### src/rtl/unidade_hazard.sv
// Pipeline hazard controller: load-use stalls, branch flushes, multi-cycle EX waits and memory freezes.
// Optional build macro HAZARD_STATS_EN adds the cnt_stall / cnt_flush event counters.
module unidade_hazard #(
   parameter int MC_LAT      = 4,
   parameter int MEM_TIMEOUT = 64
) (
   input  logic       clk,
   input  logic       rst,
   input  logic [4:0] rs1_ID,
   input  logic [4:0] rs2_ID,
   input  logic [4:0] rd_EX,
   input  logic       MemRead_EX,
   input  logic       branch_taken_EX,
   input  logic       mc_start_EX,
   input  logic       mem_req_MEM,
   input  logic       mem_ready_MEM,
   output logic       stall_PC,
   output logic       stall_IFID,
   output logic       stall_IDEX,
   output logic       stall_EXMEM,
   output logic       flush_IFID,
   output logic       flush_IDEX,
   output logic       bolha_EXMEM,
   output logic       mc_busy,
   output logic       mem_erro,
   output logic [1:0] estado
`ifdef HAZARD_STATS_EN
   ,
   output logic [31:0] cnt_stall,
   output logic [31:0] cnt_flush
`endif
);

   typedef enum logic [1:0] {
      NORMAL  = 2'b00,
      MC_WAIT = 2'b01,
      ERRO    = 2'b10
   } estado_t;

   localparam logic [3:0] MC_LOAD    = 4'(MC_LAT - 2);
   localparam logic [7:0] WAIT_LIMIT = 8'(MEM_TIMEOUT - 1);

   estado_t    estado_q, estado_d;
   logic [3:0] mc_cnt_q, mc_cnt_d;
   logic [7:0] wait_cnt_q, wait_cnt_d;
   logic       freeze, load_use;
   logic       s_pc, s_ifid, s_idex, s_exmem, f_ifid, f_idex, bolha, busy, erro;

   assign freeze   = mem_req_MEM & ~mem_ready_MEM;
   assign load_use = MemRead_EX & (rd_EX != 5'd0) & ((rd_EX == rs1_ID) | (rd_EX == rs2_ID));

   // NOTE: every signal written here gets a default first, so no path leaves a latch behind.
   always_comb begin
      estado_d   = estado_q;
      mc_cnt_d   = mc_cnt_q;
      wait_cnt_d = 8'd0;
      s_pc       = 1'b0;
      s_ifid     = 1'b0;
      s_idex     = 1'b0;
      s_exmem    = 1'b0;
      f_ifid     = 1'b0;
      f_idex     = 1'b0;
      bolha      = 1'b0;
      erro       = 1'b0;
      busy       = (estado_q == MC_WAIT);

      if (freeze)
         wait_cnt_d = (wait_cnt_q == 8'hFF) ? wait_cnt_q : wait_cnt_q + 8'd1;

      if (estado_q == ERRO) begin
         {s_pc, s_ifid, s_idex, s_exmem} = 4'b1111;
         erro = 1'b1;
      end else if (freeze) begin
         // Whole pipe holds; the multi-cycle countdown pauses with it.
         {s_pc, s_ifid, s_idex, s_exmem} = 4'b1111;
         if (wait_cnt_q == WAIT_LIMIT)
            estado_d = ERRO;
      end else if (estado_q == MC_WAIT) begin
         if (mc_cnt_q != 4'd0) begin
            {s_pc, s_ifid, s_idex} = 3'b111;
            bolha    = 1'b1;
            mc_cnt_d = mc_cnt_q - 4'd1;
         end else begin
            estado_d = NORMAL;
         end
      end else if (mc_start_EX) begin
         {s_pc, s_ifid, s_idex} = 3'b111;
         bolha    = 1'b1;
         mc_cnt_d = MC_LOAD;
         estado_d = MC_WAIT;
      end else if (branch_taken_EX) begin
         f_ifid = 1'b1;
         f_idex = 1'b1;
      end else if (load_use) begin
         s_pc   = 1'b1;
         s_ifid = 1'b1;
         f_idex = 1'b1;
      end
   end

   // NOTE: sequential state uses non-blocking assignments so all registers update together on the edge.
   always_ff @(posedge clk) begin
      if (rst) begin
         estado_q   <= NORMAL;
         mc_cnt_q   <= 4'd0;
         wait_cnt_q <= 8'd0;
      end else begin
         estado_q   <= estado_d;
         mc_cnt_q   <= mc_cnt_d;
         wait_cnt_q <= wait_cnt_d;
      end
   end

   // Reset overrides everything combinationally, even before the first edge.
   assign stall_PC    = ~rst & s_pc;
   assign stall_IFID  = ~rst & s_ifid;
   assign stall_IDEX  = ~rst & s_idex;
   assign stall_EXMEM = ~rst & s_exmem;
   assign flush_IFID  = ~rst & f_ifid;
   assign flush_IDEX  = ~rst & f_idex;
   assign bolha_EXMEM = ~rst & bolha;
   assign mc_busy     = ~rst & busy;
   assign mem_erro    = ~rst & erro;
   assign estado      = rst ? 2'b00 : estado_q;

`ifdef HAZARD_STATS_EN
   always_ff @(posedge clk) begin
      if (rst) begin
         cnt_stall <= 32'd0;
         cnt_flush <= 32'd0;
      end else begin
         if (stall_PC)
            cnt_stall <= cnt_stall + 32'd1;
         if (flush_IDEX | bolha_EXMEM)
            cnt_flush <= cnt_flush + 32'd1;
      end
   end
`endif

endmodule
### config.mk
export PLATFORM = sky130hd
export DESIGN_NAME = unidade_hazard
export DESIGN_NICKNAME = d
export VERILOG_FILES = /design/src/rtl/unidade_hazard.sv
export SDC_FILE = /design/constraint.sdc
export NUM_CORES = 1
export LEC_CHECK = 0
export ABC_AREA = 1
export ABC_CLOCK_PERIOD_IN_PS = 1900
export CAP_MARGIN = 30
export CORE_MARGIN = 4
export CORE_UTILIZATION = 35
export CTS_CLUSTER_SIZE = 14
export DETAILED_ROUTE_END_ITERATION = 8
export GPL_ROUTABILITY_DRIVEN = 0
export PLACE_DENSITY = 0.7
export SYNTH_ARGS = -nofsm -noshare
export SYNTH_HDL_FRONTEND = slang
export SYNTH_SLANG_ARGS = --single-unit
### constraint.sdc
create_clock -name clk -period 1.9 [get_ports clk]
set_input_delay 0.57 -clock clk [delete_from_list [all_inputs] [get_ports clk]]
set_output_delay 0.57 -clock clk [all_outputs]
set_load 0.05 [all_outputs]
==> flow_metrics.env <==
export IMPL_drtPass1Iterations=4
export IMPL_hold_path_class="reg2reg"
export IMPL_powerDensity_nw_per_um2=539
export IMPL_syn_inst=186
export IMPL_slew_violations=0
export IMPL_root_buffer="clkbuf_4"
export IMPL_synthAdderAreaFrac_pct=3.48
export IMPL_skew_ns=0.00430
export IMPL_cp_slowest_stage_delay_ns=0.34
export IMPL_synth_xor_area_share_pct=2.44
export IMPL_routedWlPerCell_um=11.5
export IMPL_period_share_pct=110
export IMPL_cts_htree_levels=1
export IMPL_critical_path_cell_chain="inv_2 -> ha_4 -> nand2_4 -> buf_6 -> nor2_2 -> nor3_2 -> nand3_2 -> nand2_4 -> buf_12"
export IMPL_floorplan_die_area_um2=4030
export IMPL_grt_max_degree=9
export IMPL_worstMarginPinSlew_ns=0.260
export IMPL_slew_headroom_pct=82.6
export IMPL_start_util_pct=37.8
export IMPL_insertion_delay_ns=0.29
export IMPL_fin_area_um2=1930
export IMPL_cpMostUsedCell="nand2_4"
export IMPL_synth_cell_area_um2=1080
export IMPL_synth_largest_area_cell="dfxtp_1"
export IMPL_placed_cell_area_um2=1700
export IMPL_cts_sinks=14
export IMPL_pre_cts_ws_ns=-0.602
export IMPL_cp_top_family="simple AND/OR/NAND/NOR gates"
export IMPL_end_kind="primary output"
export IMPL_regArea_um2=289
export IMPL_fmax_ghz=0.477
export IMPL_use_met3_pct=3.20
export IMPL_antenna_found_initial=0
export IMPL_grt_overflow_total=0
export IMPL_synth_top_family_by_area="simple AND/OR/NAND/NOR gates"
export IMPL_syn_avg_cell_area_um2=5.79
export IMPL_layout_drive_gt1_share_pct=46.4
export IMPL_hold_buffers=0
export IMPL_numCtsBuffers=3
export IMPL_crit_buf_inv=3
export IMPL_grt_pass1_wl_um=5380
export IMPL_setup_viol=7
export IMPL_routed_via_density=4.78
export IMPL_dp_hpwl_um=2340
export IMPL_n_antenna_cell=0
export IMPL_crit_type="reg2out"
export IMPL_async_flop_share_pct=0
export IMPL_vias=1334
export IMPL_ir_drop_mv=0.516
export IMPL_ys_top_cells_by_area="dfxtp_1 (26%), nand2_1 (21%), inv_1 (11%)"
export IMPL_required_ns=1.33
export IMPL_finalHoldViolations=0
export IMPL_cts_tree="yes"
export IMPL_synth_mux_area_share_pct=0
export IMPL_top_level_ports=33
export IMPL_rows=19
export IMPL_wirelength_um=3210
export IMPL_met1_usage_pct=20.3
export IMPL_worst_slack_ns=-0.198
export IMPL_period_needed_ns=2.10
export IMPL_multi_input_area_um2=818
export IMPL_yosys_warnings=0
export IMPL_critPathSlowestCell="dfxtp_2"
export IMPL_worstPathMaxFanout=2
export IMPL_yosysTopAreaCellShare_pct=26.0
export IMPL_final_nets=274
export IMPL_synth_compound_area_share_pct=7.67
export IMPL_fillCellCount=238
export IMPL_syn2layout_area_growth_pct=79.1
export IMPL_crit_arrival_ns=1.53
export IMPL_p_leak_nw=0.928
export IMPL_synth_seq_area_share_pct=26.0
export IMPL_drtIter0Drc=63
export IMPL_coreArea_um2=2850
export IMPL_grt_total_usage_pct=16.3
export IMPL_status="complete, but fails checks"
export IMPL_die_h_um=63.5
export IMPL_met2_usage_pct=28.3
export IMPL_synthesis_nets=211
export IMPL_fin_tns_setup_ns=-0.840
export IMPL_violations="setup timing"
export IMPL_synthSimpleGateAreaFrac_pct=47.4
export IMPL_grt_pass1_vias=1216
export IMPL_io_buffers=32
export IMPL_synth_most_common_cell="nand2_1"
export IMPL_top_usage_layer="met2"
export IMPL_max_cap_violations=0
export IMPL_rsz0062_at_grt="yes"
export IMPL_synth_edf_count=0
export IMPL_yosysUniqueCellTypes=26
export IMPL_die_x_um=63.5
export IMPL_synthFlopType="dfxtp_1"
export IMPL_postRouteAntennaNets=0
export IMPL_crit_path_start_kind="register"
export IMPL_clk_pin_slew_worst_paths_ns=0.09
export IMPL_synth_common_cells="nand2_1 (59), inv_1 (32), nor2_1 (22)"
export IMPL_cts_buffer_depth=2
export IMPL_synth_seq_cells=14
export IMPL_drc=0
==> registers in the layout, summed over array words and instances, names as in the netlist <==
name / count
estado_q: 2
mc_cnt_q: 4
wait_cnt_q: 8
==> timing repair <==
item	4_1_cts	5_1_grt
pin swaps	33	27
hold endpoints to repair	0	0
setup endpoints to repair	11	9
cloned	0	0
resized for setup	102	35
setup buffers	5	4
==> placed cells by master, fill, tap and decap left out, types with 6 or more instances in the layout <==
master,synthesis,layout
a21oi_1,8,8
buf_12,0,11
buf_2,1,6
buf_4,1,25
buf_6,0,9
dfxtp_1,14,9
inv_1,32,21
inv_2,2,9
nand2_1,59,46
nand2_2,1,8
nand2_4,2,8
nand3_1,15,13
nor2_1,22,12
nor2_2,1,7
==> path summary, 6_finish.rpt <==
path / from / to / slack (ns) / cells past startpoint
worst max-delay path: mc_cnt_q[0] / stall_PC / -0.20 / 9
worst min register to register: mc_cnt_q[0] / mc_cnt_q[0] / 0.48 / 2
worst max register to register: wait_cnt_q[0] / wait_cnt_q[1] / 0.46 / 6
worst min-delay path: mc_cnt_q[0] / mc_cnt_q[0] / 0.48 / 2
==> routing by layer <==
metal / part of all wire, % / vias up
met5: 0 / -
met4: 1.5 / 0
met3: 5.5 / 7
met2: 49 / 34
met1: 44 / 591
li1: - / 702
==> logic make-up (layout without fill, tap and decap cells) <==
group / count (synthesis) / count (layout)
compound gates: 16 / 16
buf+inv: 36 / 98
flops: 14 / 14
fa+ha+maj: 3 / 3
simple gates: 114 / 114
xor+xnor: 3 / 3
==> where the power goes <==
part	internal, mW	switching, mW	total (mW)
sequential	0.308	0.0142	0.322
combinational	0.245	0.252	0.497
clock	0.117	0.105	0.222
==> tightest hold or removal path: stages (launching register included) <==
cell and delay, ns:
dfxtp_2 0.33, nand2_1 0.06, a21oi_1 0.06
==> layout make-up <==
type                            instances  share of cell area (%)
Inverter                               34                    7.33
Clock buffer                            4                    1.88
Timing Repair Buffer                   60                    31.4
Multi-Input combinational cell        136                    42.4
Tap cell                               31                    2.01
Sequential cell                        14                    15.0
==> metrics by stage <==
step | hold WS, ns | utilization (%) | std cells | power, mW
2_1_floorplan | 0.444 | - | 186 | 0.526
3_3_place_gp | 0.455 | 59.7 | 266 | 0.720
3_5_place_dp | 0.464 | 59.7 | 266 | 0.726
4_1_cts | 0.479 | 66.1 | 275 | 1.01
5_1_grt | 0.490 | 67.6 | 279 | 1.10
6_report | 0.478 | 67.6 | 279 | 1.04
Power figures use the tool's default switching activity.
